File: config.mk
export PLATFORM = sky130hd
export DESIGN_NAME = lfsr_gen
export DESIGN_NICKNAME = d
export VERILOG_FILES = /design/src/rtl/lfsr_gen.sv
export SDC_FILE = /design/constraint.sdc
export NUM_CORES = 1
export LEC_CHECK = 0
export BUFFER_PORTS_ARGS = -buffer_cell sky130_fd_sc_hd__buf_2
export CORE_ASPECT_RATIO = 2
export CORE_UTILIZATION = 35
export DETAILED_ROUTE_END_ITERATION = 6
export PLACE_DENSITY = 0.55
export SLEW_MARGIN = 5
export SYNTH_ARGS = -nofsm -noshare
export SYNTH_HDL_FRONTEND = slang
export SYNTH_SLANG_ARGS = --single-unit
File: constraint.sdc
create_clock -name clk -period 1.7 [get_ports clk]
set_input_delay 0.085 -clock clk [delete_from_list [all_inputs] [get_ports clk]]
set_output_delay 0.085 -clock clk [all_outputs]
set_load 0.02 [all_outputs]
File: src/rtl/lfsr_gen.sv
// -----------------------------------------------------------------------------
// lfsr_gen
// Parametrised maximal-length Fibonacci LFSR (WIDTH 3..16) used as a
// pseudo-random source and test-pattern generator. The register shifts left
// and inserts the XOR of its tapped bits at bit 0. A runtime seed can be
// loaded; a zero seed is replaced by SEED and flagged. A step counter tracks
// steps since the last reset or load, and a registered tick marks the state
// returning to the active seed.
//
// Ports
//   clk       in   1      rising-edge clock
//   reset     in   1      asynchronous reset, active low
//   en        in   1      advance one step this cycle
//   load      in   1      load seed_in this cycle (priority over en)
//   seed_in   in   WIDTH  runtime seed value
//   lfsr_out  out  WIDTH  current LFSR state
//   max_tick  out  1      one-cycle pulse when the state is back at the seed
//   step_cnt  out  WIDTH  steps since last reset or load, wraps at 2^WIDTH-1
//   load_err  out  1      one-cycle pulse when a zero seed was rejected
// -----------------------------------------------------------------------------
module lfsr_gen #(
    parameter int WIDTH = 12,
    parameter int SEED  = 1
) (
    input  logic             clk,
    input  logic             reset,
    input  logic             en,
    input  logic             load,
    input  logic [WIDTH-1:0] seed_in,
    output logic [WIDTH-1:0] lfsr_out,
    output logic             max_tick,
    output logic [WIDTH-1:0] step_cnt,
    output logic             load_err
);

    localparam logic [WIDTH-1:0] SEED_W   = WIDTH'(SEED);
    localparam logic [WIDTH-1:0] ONE_W    = WIDTH'(1);
    // Last count value before wrapping: one period is 2^WIDTH-1 steps,
    // so the counter runs 0 .. 2^WIDTH-2.
    localparam logic [WIDTH-1:0] CNT_LAST = WIDTH'((1 << WIDTH) - 2);

    // Parameter legality is checked at elaboration.
    if (WIDTH < 3 || WIDTH > 16) begin : g_bad_width
        $error("lfsr_gen: WIDTH must be in 3..16");
    end
    if (SEED <= 0 || SEED >= (1 << WIDTH)) begin : g_bad_seed
        $error("lfsr_gen: SEED must be nonzero and fit in WIDTH bits");
    end

    logic [WIDTH-1:0] r_q;
    logic [WIDTH-1:0] r_seed;
    logic [WIDTH-1:0] r_cnt;
    logic             r_tick;
    logic             r_err;

    logic             w_fb;
    logic [WIDTH-1:0] w_next;
    logic             w_seed_zero;
    logic [WIDTH-1:0] w_load_val;
    logic [WIDTH-1:0] w_cnt_inc;

    // Feedback taps for a maximal-length sequence. Tap k is bit q[k-1].
    case (WIDTH)
        3:  begin : g_t3  assign w_fb = r_q[2]  ^ r_q[1];                     end
        4:  begin : g_t4  assign w_fb = r_q[3]  ^ r_q[2];                     end
        5:  begin : g_t5  assign w_fb = r_q[4]  ^ r_q[2];                     end
        6:  begin : g_t6  assign w_fb = r_q[5]  ^ r_q[4];                     end
        7:  begin : g_t7  assign w_fb = r_q[6]  ^ r_q[5];                     end
        8:  begin : g_t8  assign w_fb = r_q[7]  ^ r_q[5]  ^ r_q[4] ^ r_q[3];  end
        9:  begin : g_t9  assign w_fb = r_q[8]  ^ r_q[4];                     end
        10: begin : g_t10 assign w_fb = r_q[9]  ^ r_q[6];                     end
        11: begin : g_t11 assign w_fb = r_q[10] ^ r_q[8];                     end
        12: begin : g_t12 assign w_fb = r_q[11] ^ r_q[5]  ^ r_q[3] ^ r_q[0];  end
        13: begin : g_t13 assign w_fb = r_q[12] ^ r_q[3]  ^ r_q[2] ^ r_q[0];  end
        14: begin : g_t14 assign w_fb = r_q[13] ^ r_q[4]  ^ r_q[2] ^ r_q[0];  end
        15: begin : g_t15 assign w_fb = r_q[14] ^ r_q[13];                    end
        16: begin : g_t16 assign w_fb = r_q[15] ^ r_q[14] ^ r_q[12] ^ r_q[3]; end
        default: begin : g_tdef assign w_fb = 1'b0; end
    endcase

    always_comb begin
        w_next      = {r_q[WIDTH-2:0], w_fb};
        w_seed_zero = (seed_in == '0);
        // A zero seed would lock the register at zero; fall back to SEED.
        w_load_val  = w_seed_zero ? SEED_W : seed_in;
        w_cnt_inc   = (r_cnt == CNT_LAST) ? '0 : (r_cnt + ONE_W);
    end

    always_ff @(posedge clk or negedge reset) begin
        if (!reset) begin
            r_q    <= SEED_W;
            r_seed <= SEED_W;
            r_cnt  <= '0;
            r_tick <= 1'b0;
            r_err  <= 1'b0;
        end else if (load) begin
            r_q    <= w_load_val;
            r_seed <= w_load_val;
            r_cnt  <= '0;
            r_tick <= 1'b0;
            r_err  <= w_seed_zero;
        end else if (en) begin
            r_q    <= w_next;
            r_cnt  <= w_cnt_inc;
            // Tick lands on the same cycle lfsr_out shows the seed again;
            // the counter wraps to zero on that same step.
            r_tick <= (w_next == r_seed);
            r_err  <= 1'b0;
        end else begin
            r_tick <= 1'b0;
            r_err  <= 1'b0;
        end
    end

    assign lfsr_out = r_q;
    assign max_tick = r_tick;
    assign step_cnt = r_cnt;
    assign load_err = r_err;

endmodule

# [After elaboration in Yosys (flattened, before gate mapping)]
# Cells that the tools add are included.
[word_totals] regBits=38 word_cells=22
[classes] n_addsub=1 n_mux=9 eq_ne=2 n_bitwise=3 n_reduce_logical=2
[ops] op="2-to-1 mux 12 bit" count=6
[ops] op="adder 12 x 1 -> 12 bit, second input constant" count=1
[ops] op="== test 12 bit" count=1
[ops] op="== test 12 bit, second input constant" count=1
[ops] op="zero test 12 bit" count=1
[ops] op="2-to-1 mux 1 bit" count=3
[ops] op="XOR 1 bit" count=3
[ops] op="nonzero test 2 bit" count=1

# [Longest topological paths before layout]
# Gate-level depths: netlist of run 1.
[depth] depth_word=6 ltp_mapped=6 depth_no_buf=6

# [Worst setup path after synthesis of run 1]
# Ideal clock, no wire load.
[synth_timing] kind="register -> register" startpoint="reg r_cnt[0], in the netlist step_cnt[0]" endpoint="reg r_cnt[7], in the netlist step_cnt[7]" required_ps=1571 t_arrival_ps=1488 path_stages_with_launch=7 n_path_buf=0 setup_ps=129 path_slack_ps=83 cell_sequence="dfrtp_1 -> inv_1 -> ha_1 -> nand4_1 -> o41ai_4 -> nor2_2 -> o2bb2ai_1"
[synth_via] elab_chain_len=4
[synth_rtl] item="start: declaration" line_no="52" source="logic [WIDTH-1:0] r_cnt;"
[synth_rtl] item="start signal: assignment" line_no="104" source="r_cnt <= w_cnt_inc;"
[synth_rtl] item="adder 12 x 1 -> 12 bit / == test 12 bit (equally long branches)" line_no="86" source="w_cnt_inc = (r_cnt == CNT_LAST) ? '0 : (r_cnt + ONE_W);"
[synth_rtl] item="2-to-1 mux 12 bit *" line_no="86"
[synth_rtl] item="2-to-1 mux 12 bit *" line_no="102" source="end else if (en) begin"
[synth_rtl] item="2-to-1 mux 12 bit *" line_no="96" source="end else if (load) begin"
# Mark *: on every way between the ends. The rest lies on a longest branch, timed or not. The select of a mux whose other input is x is not followed.
# A chain may end at the register's enable or synchronous reset.

# [Worst setup path in the final report of run 1]
# Same ends and word-level chain as after synthesis.

==> results of run 1 <==
[final timing paths]
kind / endpoint / slack, ps / cells after the start
max: step_cnt[7] / 60 / 7
min: r_seed[7] / 30 / 3
max reg2reg: step_cnt[7] / 60 / 7
min reg2reg: r_seed[0] / 490 / 2
max in group asynchronous: r_seed[0] / 950 / 3
min in group asynchronous: lfsr_out[11] / 370 / 3
[where the power goes]
group	total [mW]	internal, mW	switching (mW)
clock network	0.636	0.327	0.309
registers	1.04	0.972	0.0658
logic	0.387	0.171	0.216
[cells by family (layout without fill, tap and decap cells)]
family | count (synthesis) | in the layout
xor gates and xnor gates | 17 | 17
adders and majority gates | 2 | 2
buffers and inverters | 22 | 79
DFF | 38 | 38
AOI/OAI and AO/OA | 43 | 43
and+or+nand+nor | 57 | 57
muxes | 11 | 11
[metrics by stage]
step / instances / hold slack [ps]
after CTS: 301 / 18.6
after global placement: 292 / 169
after floorplan: 190 / -211
final: 305 / 34.0
after detailed placement: 292 / 171
after global routing: 305 / 41.9
[critical path, cell delays in order, from the launching register on]
cell       delay, ps
dfrtp_1          370
inv_1             50
ha_1             150
nand4_1          220
o41ai_4          420
buf_6            170
nor2_2            40
o2bb2ai_1        110
[timing repair]
action / 4_1_cts / 5_1_grt
resized for setup: 0 / 1
endpoints found under the setup margin: 0 / 2
hold endpoints to repair: 36 / 0
hold buffers: 1 / 0
setup buffers: 0 / 4
[flip-flops by register name (all words and copies together) (netlist names)]
name and cells:
lfsr_out 12, r_seed 12, step_cnt 12, load_err 1
max_tick 1
[placed cells by master, fill, tap and decap left out, types with 2 or more instances in the layout]
| cell type | n |
|---|---|
| a21oi_1 | 5 |
| xor2_1 | 2 |
| nand4_1 | 6 |
| nor4_1 | 4 |
| or3_1 | 3 |
| o21ai_0 | 28 |
| dfrtp_1 | 36 |
| nand3_1 | 5 |
| nand2_1 | 20 |
| dfstp_2 | 2 |
| buf_2 | 41 |
| clkbuf_8 | 6 |
| buf_4 | 13 |
| nor2_1 | 8 |
| xnor2_1 | 14 |
| inv_1 | 15 |
| and2_1 | 2 |
| mux2i_1 | 11 |
| nor3_1 | 2 |
| ha_1 | 2 |
[metal layers]
layer / share of wire [%] / global-route usage [%]
met3: 3.2 / 4.26
met4: 1.4 / 6.41
met5: 0 / 0
met2: 58 / 35.2
met1: 37 / 18.6
[final cells by class]
type                    instances  area (um2)
clock buffers                   7        86.3
inverters                      15        56.3
fillers                       560        2860
clock inverters                 1        5.00
multi-input cells             130         878
well taps                      58        72.6
flip-flops and latches         38         953
repair buffers                 56         324
==> summary.md, run 1 <==
| Metric | Value |
|---|---|
| Initial DRT Pass Iterations | 4 |
| Clock latency at the later pin of the worst-skew pair | 290 ps |
| Synth Area in Compound Gates | 14.9% |
| Num ports | 42 |
| Beginning of the worst register-to-register path | step_cnt[0] |
| First-pass GRT wire length | 7660 um |
| CTS tree | yes |
| Fin Setup TNS | 0 ps |
| Syn nets | 208 |
| Detailed placer's ending HPWL | 3650 um |
| Status | finished, final reports clean |
| Root Buffer | clkbuf_8 |
| Final setup viols | 0 |
| Total Routed Length | 4770 um |
| GPL Wtd Cong | 0.745 |
| Initial antenna violation count | 0 |
| Leakage power | 1.15 nW |
| FP Rows | 37 |
| Final nets | 264 |
| Tcrit/Tclk final | 96.6% |
| Post-Syn Area | 1920 um2 |
| Clock buffer depth | 2 |
| Final Core Density | 45.4% |
| Avg Vias per Cell | 5.18 |
| #FFs+latches synth | 38 |
| Critical path class | reg -> reg |
| Max FO, Critical Path | 7 |
| Die Area | 5810 um2 |
| Avg WL per Cell | 15.6 um |
| Crit path capture type | flip-flop |
| Peak Freq | 609 MHz |
| Post-synthesis cell type count | 39 |
| Remaining DRCs | 0 |
| Clock Pin Slew Worst Setup and Hold Paths | 70 ps |
| CTS sink cnt | 38 |
| Xor/xnor cell area share of the yosys netlist | 8.53% |
| Post-DP Area | 2240 um2 |
| Width of the chip | 54.4 um |
| Peak supply drop | 0.644 mV |
| I/O Buffers | 41 |
| Area Overhead vs Synth | 23.7% |
| Total track usage | 18.8% |
| Relative slew slack | 67.1% |
| Share of cells above drive strength 1 | 28.3% |
| Worst Hold Class | in -> reg |
| Area share of and/or/nand/nor cells after synthesis | 15.3% |
| Vias | 1581 |
| Initial DRC count | 11 |
| FFs w/ async S/R, synth | 100% |
| CP Launch Type | flip-flop |
| Adder-cell share of the synthesized area | 1.30% |
| TritonCTS Buffers | 5 |
| Power, Total | 2.06 mW |
| PD cells | 867 nW/um2 |
| RSZ-0062 raised after global routing | yes |
| Syn avg cell area | 10.1 um2 |
| Max-slew violations | 0 |
| Post-synth EDFFs | 0 |
| Worst slew pin tran | 492 ps |
| Core area | 5230 um2 |
| Post-synth top area share | 46.9% |
| Seq/Total Area, Yosys | 49.6% |
| Largest net degree at the start of global routing | 39 |
| Fin crit period | 1640 ps |
| Syn Inst Count | 190 |
| H-tree depth | 2 |
| Most used DFF post-synth | dfrtp_1 |
| Hold wc startpoint | seed_in[7] |
| Clock skew | 6.49 ps |
| Largest family of logic cells by synthesized area | simple AND/OR/NAND/NOR gates |
| Post-route ant nets | 0 |
| Worst endpoint required time | 1880 ps |
| Global route overflow | 0 |
| Worst Path Arrival | 1820 ps |
| Hold Fails Final Rpt | 0 |
| Most numerous cell in the Yosys netlist | dfrtp_1 |
| Worst slack at placement | 80.0 ps |
| Setup ws final | 58.1 ps |
| Synth top cells by count | dfrtp_1, o21ai_0, nand2_1, inv_1, xnor2_1 |
| Post-synthesis mux area share | 5.73% |
| Critical path launch point | step_cnt[0] |
| Max cap viols | 0 |
| Final instance area | 2380 um2 |
| Yosys warns | 0 |
| Starting Density | 36.7% |
| Die height | 107 um |
| Number of global-route vias before repair | 1653 |
| Largest area contributor in the netlist | dfrtp_1 |
| Largest cells by area after synthesis | dfrtp_1, o21ai_0, xnor2_1, mux2i_1, nand2_1 |
| # diodes | 0 |
Power figures use the tool's default switching activity.
==> run 2: changes to the inputs <==
--- a/config.mk
+++ b/config.mk
@@ -5,11 +5,12 @@
 export SDC_FILE = /design/constraint.sdc
 export NUM_CORES = 1
 export LEC_CHECK = 0
+export ABC_AREA = 1
 export BUFFER_PORTS_ARGS = -buffer_cell sky130_fd_sc_hd__buf_2
 export CORE_ASPECT_RATIO = 2
 export CORE_UTILIZATION = 35
 export DETAILED_ROUTE_END_ITERATION = 6
-export PLACE_DENSITY = 0.55
+export PLACE_DENSITY = 0.54
 export SLEW_MARGIN = 5
 export SYNTH_ARGS = -nofsm -noshare
 export SYNTH_HDL_FRONTEND = slang
==> summary.md, run 2 <==
| Metric | Value |
|---|---|
| Crit path capture type | flip-flop |
| TritonCTS Buffers | 5 (unchanged) |
| Fin Setup TNS | 0 ps (unchanged) |
| Root Buffer | clkbuf_8 |
| Syn avg cell area | 7.92 um2 (-22%) |
| Post-synthesis cell type count | 25 (-36%) |
| Worst Path Arrival | 1610 ps (-210 ps) |
| Most used DFF post-synth | dfrtp_1 |
| PD cells | 867 nW/um2 (about the same) |
| Vias | 1767 (+12%) |
| Fin crit period | 1440 ps (-198 ps) |
| Top Layer Used | met4 |
| Seq/Total Area, Yosys | 48.0% (-1.7 points) |
| Commonest non-fill, non-tap cell in the layout | nand2_1 |
| Met1 wire length | 1800 um (+2.0%) |
| Worst Hold Class | in -> reg |
| GPL Wtd Cong | 0.835 (+12%) |
| Final Core Density | 43.8% (-1.6 points) |
| Leakage power | 1.24 nW (+8.5%) |
| Largest net degree at the start of global routing | 21 (-46%) |
| Peak Freq | 693 MHz (+14%) |
| Avg Vias per Cell | 4.92 (-5.0%) |
| Max FO, Critical Path | 7 (unchanged) |
| Status | finished, final reports clean |
| RSZ-0062 raised after global routing | no |
| Syn nets | 269 (+29%) |
| Initial DRC count | 54 (+43) |
| Post-synth EDFFs | 0 (unchanged) |
| I/O Buffers | 41 (unchanged) |
| Final nets | 316 (+20%) |
| Post-synth top area share | 45.3% (-1.6 points) |
| Largest area contributor in the netlist | dfrtp_1 |
| Most numerous cell in the Yosys netlist | nand2_1 |
| Critical path class | reg -> reg |
| CTS sink cnt | 38 (unchanged) |
| CTS tree | yes |
| Area Overhead vs Synth | 19.6% |
| Total Routed Length | 5120 um (+7.3%) |
| Initial antenna violation count | 0 (unchanged) |
| # diodes | 0 (unchanged) |
| Max-slew violations | 0 (unchanged) |
| Num ports | 42 (unchanged) |
| Worst hold stages | 3 (unchanged) |
| Clock Pin Slew Worst Setup and Hold Paths | 80 ps (about the same) |
| Synth top cells by count | nand2_1, dfrtp_1, inv_1, nor2_1, o21ai_0 |
| FFs w/ async S/R, synth | 100% (unchanged) |
| Peak supply drop | 0.589 mV (-8.5%) |
| Core area | 5420 um2 (+3.6%) |
| Yosys warns | 0 (unchanged) |
| #FFs+latches synth | 38 (unchanged) |
| Clock buffer depth | 2 (unchanged) |
| Detailed placer's ending HPWL | 3970 um (+8.9%) |
| H-tree depth | 2 (unchanged) |
| Syn Inst Count | 251 (+32%) |
| Worst Reg2Reg Path Length in Cells | 7 (unchanged) |
| Post-CTS sizing | 0 (unchanged) |
| Remaining DRCs | 0 (unchanged) |
| Die height | 109 um (+1.7%) |
| Hold Fails Final Rpt | 0 (unchanged) |
| Worst slew pin tran | 476 ps (-15.8 ps) |
| Met3 wire len | 185 um (+23%) |
| Total track usage | 18.8% (+0.037 points) |
| Worst hold slack | 41.0 ps (+7.01 ps) |
| Commonest non-fill, non-tap cells in the layout | nand2_1, buf_2, dfrtp_1 |
| Initial DRT Pass Iterations | 4 (unchanged) |
| Met2 WL | 3050 um (+9.3%) |
| Post-CTS Setup Inserts | 0 (unchanged) |
| Global route overflow | 0 (unchanged) |
| Share of cells above drive strength 1 | 22.7% (-5.6 points) |
| Worst endpoint required time | 1870 ps (about the same) |
| Clock skew | 9.71 ps (+3.22 ps) |
| Number of global-route vias before repair | 1742 (+5.4%) |
| CP Launch Type | flip-flop |
| Final setup viols | 0 (unchanged) |
| Tcrit/Tclk final | 84.9% (-12 points) |
| First-pass GRT wire length | 8470 um (+11%) |
| Avg WL per Cell | 14.3 um (-8.8%) |
| Largest cells by area after synthesis | dfrtp_1, nand2_1, inv_1, o21ai_0, xor2_1 |
| Post-Syn Area | 1990 um2 (+3.5%) |
| Width of the chip | 55.3 um (+1.6%) |
| Starting Density | 36.7% (-0.056 points) |
| FP Rows | 38 (+2.7%) |
| Post-route ant nets | 0 (unchanged) |
| Relative slew slack | 68.2% (+1.1 points) |
| Clock latency at the later pin of the worst-skew pair | 290 ps (about the same) |
| Max cap viols | 0 (unchanged) |
| Die Area | 6000 um2 (+3.4%) |
## run 2: cell count changes after synthesis, sizes merged, moves of 5 or more
cell   change
nor2      +18
inv       +17
nand2     +61
xnor2     -11
a21oi      -5
a22oi      +6
xor2       +8
nand3      +7
mux2i     -11
## run 2: worst paths after layout
kind | from | end | slack [ps]
max in group asynchronous | reset | lfsr_out[0] | 870
hold reg to reg | r_seed[0] | r_seed[0] | 500
hold / removal | seed_in[4] | r_seed[4] | 40
setup reg to reg | step_cnt[0] | step_cnt[6] | 260
min in group asynchronous | reset | step_cnt[9] | 270
setup / recovery | step_cnt[0] | step_cnt[6] | 260
## run 2: kinds of logic (layout without fill, tap and decap cells)
family | count (synthesis) | count (layout) | share of synthesized area [%]
DFF | 38 | 38 | 48.0
and+or+nand+nor | 126 | 126 | 26.9
buffers and inverters | 38 | 86 | 8.12
xor gates and xnor gates | 13 | 13 | 5.73
adders and majority gates | 2 | 2 | 1.26
AOI/OAI and AO/OA | 34 | 34 | 10.0
## run 2: area by class of cell
type / count / area [um2]
flip-flops and latches: 38 / 953
clock buffers: 6 / 82.6
repair buffers: 46 / 258
inverters: 32 / 123
fillers: 602 / 3040
clock inverters: 2 / 12.5
multi-input cells: 175 / 872
well taps: 60 / 75.1
## run 2: critical path, stage by stage, from the launching register on
cell,delay [ps]
dfrtp_1,440
inv_1,80
ha_1,140
nand2_1,50
nor2_1,120
nand4_2,180
o21ai_2,230
nor2_1,70
## run 2: timing repair
item	4_1_cts	5_1_grt
endpoints found under the setup margin	0	0
hold endpoints to repair	18	0
hold buffers	1	0
## run 2: per-layer routing
layer,track usage (%),vias to the layer above
li1,-,879
met1,18.5,839
met2,38.1,43
met3,2.87,6
met4,6.96,0
met5,0,-
## run 2: metrics by stage
| stage | instances | setup slack (ps) | area [um2] | power, mW |
|---|---|---|---|---|
| after floorplan | 251 | 329 | 1990 | 1.28 |
| after global placement | 350 | 313 | 2270 | 1.43 |
| after detailed placement | 350 | 275 | 2270 | 1.43 |
| after CTS | 359 | 250 | 2380 | 2.10 |
| after global routing | 359 | 142 | 2380 | 2.19 |
| final | 359 | 257 | 2380 | 2.06 |
## run 2: report_power, final
part	internal [mW]	leakage [nW]	switching [mW]
clock	0.326	0.0472	0.323
sequential	0.972	0.481	0.0710
combinational	0.134	0.714	0.235
==> run 3: changes to the inputs <==
--- a/config.mk
+++ b/config.mk
@@ -10,7 +10,7 @@
 export CORE_ASPECT_RATIO = 2
 export CORE_UTILIZATION = 35
 export DETAILED_ROUTE_END_ITERATION = 6
-export PLACE_DENSITY = 0.54
+export PLACE_DENSITY = 0.56
 export SLEW_MARGIN = 5
 export SYNTH_ARGS = -nofsm -noshare
 export SYNTH_HDL_FRONTEND = slang
==> constraint.sdc (replaced) <==
create_clock -name clk -period 1.2 [get_ports clk]
set_input_delay 0.06 -clock clk [delete_from_list [all_inputs] [get_ports clk]]
set_output_delay 0.06 -clock clk [all_outputs]
set_load 0.02 [all_outputs]
==> summary.md, run 3 (synthesis results as in run 2) <==
| Metric | Value |
|---|---|
| Status | finished with violations |
| Failing checks | setup timing |
| H-tree depth | 2 (unchanged) |
| Multi-input gate area | 983 um2 (+13%) |
| Tcrit/Tclk final | 110% (+25 points) |
| Power, Total | 2.93 mW (+42%) |
| Initial DRC count | 71 (+31%) |
| Peak Freq | 757 MHz (+9.3%) |
| FP Rows | 38 (unchanged) |
| Worst slew pin tran | 327 ps (-149 ps) |
| Hold Fails Final Rpt | 0 (unchanged) |
| Fill cells | 565 (-6.1%) |
| Worst hold stages | 3 (unchanged) |
| Reg2reg end | step_cnt[4] |
| Post-DP Area | 2430 um2 (+7.1%) |
| FF+latch area | 956 um2 (+0.26%) |
| Fin crit period | 1320 ps (-122 ps) |
| Post-route ant nets | 0 (unchanged) |
| Avg WL per Cell | 14.3 um (+0.10%) |
| Critical path class | reg -> reg |
| Clock Pin Slew Worst Setup and Hold Paths | 80 ps (about the same) |
| Largest net degree at the start of global routing | 39 (+86%) |
| Total Routed Length | 5470 um (+6.8%) |
| Fin Setup TNS | -799 ps (-799 ps) |
| Worst Hold Class | in -> reg |
| CTS sink cnt | 38 (unchanged) |
| Clock latency at the later pin of the worst-skew pair | 290 ps (about the same) |
| Clock buffer depth | 2 (unchanged) |
| # diodes | 0 (unchanged) |
| Root Buffer | clkbuf_8 |
| Commonest non-fill, non-tap cell in the layout | nand2_1 |
| PD cells | 1100 nW/um2 (+27%) |
| I/O Buffers | 41 (unchanged) |
| Vias | 1870 (+5.8%) |
| Area Overhead vs Synth | 34.3% |
| CP Launch Type | flip-flop |
| Core area | 5420 um2 (unchanged) |
| Remaining DRCs | 0 (unchanged) |
| Initial antenna violation count | 0 (unchanged) |
| Max cap viols | 0 (unchanged) |
| Peak supply drop | 0.723 mV (+23%) |
| Final nets | 340 (+7.6%) |
| Max FO, Critical Path | 4 (-3) |
| Setup ws final | -121 ps (-378 ps) |
| Worst endpoint required time | 1380 ps (-490 ps) |
| Crit path capture type | flip-flop |
| Initial DRT Pass Iterations | 4 (unchanged) |
| Starting Density | 36.7% (unchanged) |
| First-pass GRT wire length | 8800 um (+3.9%) |
| Final setup viols | 12 (+12) |
| Final Core Density | 49.2% (+5.4 points) |
| Num ports | 42 (unchanged) |
| RSZ-0062 raised after global routing | yes |
| Width of the chip | 55.3 um (unchanged) |
| Share of cells above drive strength 1 | 32.8% (+10 points) |
| Avg Vias per Cell | 4.88 (-0.80%) |
| Hold-critical path endpoint | r_seed[5] |
| Die Area | 6000 um2 (unchanged) |
| Final instance area | 2670 um2 (+12%) |
| GPL Wtd Cong | 0.862 (+3.2%) |
| Hold wc startpoint | seed_in[5] |
| Number of global-route vias before repair | 1911 (+9.7%) |
| Detailed placer's ending HPWL | 4150 um (+4.5%) |
| Worst hold slack | 19.3 ps (-21.7 ps) |
| Total track usage | 19.4% (+0.64 points) |
| Clock skew | 6.92 ps (-2.80 ps) |
| TritonCTS Buffers | 5 (unchanged) |
| Max-slew violations | 0 (unchanged) |
| CTS tree | yes |
| Relative slew slack | 78.2% (+9.9 points) |
| Global route overflow | 0 (unchanged) |
| Commonest non-fill, non-tap cells in the layout | nand2_1, buf_2, dfrtp_1 |
| Worst Reg2Reg Path Length in Cells | 7 (unchanged) |
| R2r setup slk | -120 ps (-380 ps) |
| Leakage power | 1.39 nW (+12%) |
| Die height | 109 um (unchanged) |
| Beginning of the worst register-to-register path | step_cnt[0] |
| Worst Path Arrival | 1500 ps (-110 ps) |
run 3: final cells by class:
cell class | instances | area share, %
flip-flops and latches | 38 | 35.8
repair buffers | 70 | 16.8
well taps | 60 | 2.81
inverters | 32 | 4.69
clock buffers | 8 | 3.00
multi-input cells | 175 | 36.9
run 3: where the power goes:
| part | internal [mW] | switching, mW | total [mW] |
|---|---|---|---|
| Sequential | 1.38 | 0.0963 | 1.47 |
| Clock | 0.413 | 0.440 | 0.853 |
| Combinational | 0.244 | 0.363 | 0.607 |
| Total | 2.03 | 0.899 | 2.93 |
run 3: routing by layer:
metal | track usage (%) | wire length (um) | up-vias
met3 | 2.99 | 188 | 8
met1 | 19.3 | 2030 | 870
met5 | 0 | 0 | -
li1 | - | - | 935
met2 | 37.4 | 3120 | 57
met4 | 10.9 | 132 | 0
run 3: how the worst max path moves through the flow:
stage / startpoint / to / depth (start not counted) / slack (ps)
6_report: step_cnt[0] / step_cnt[4] / 7 / -120
5_1_grt: step_cnt[0] / step_cnt[2] / 7 / -180
4_1_cts: step_cnt[0] / step_cnt[10] / 9 / -180
3_5_place_dp: step_cnt[0] / step_cnt[4] / 7 / -180
3_3_place_gp: step_cnt[0] / step_cnt[10] / 9 / -140
2_1_floorplan: step_cnt[0] / step_cnt[2] / 7 / -130
run 3: critical path: stages, from the launching register on:
cell	delay, ps
dfrtp_2	450
inv_2	80
ha_4	120
nand2_2	50
nor2_4	100
nand4_4	130
o21ai_4	220
nor2_1	70
run 3: through the flow:
stage,cells,setup WS (ps)
2_1_floorplan,251,-129
3_3_place_gp,371,-139
6_report,383,-121
3_5_place_dp,371,-178
4_1_cts,380,-179
5_1_grt,383,-178
run 3: what timing repair did:
item,in CTS,in global routing
pin swaps,1,23
endpoints found under the setup margin,13,15
hold buffers,1,0
setup buffers,0,3
cloned,0,0
hold endpoints to repair,38,0
gates resized for setup,2,28
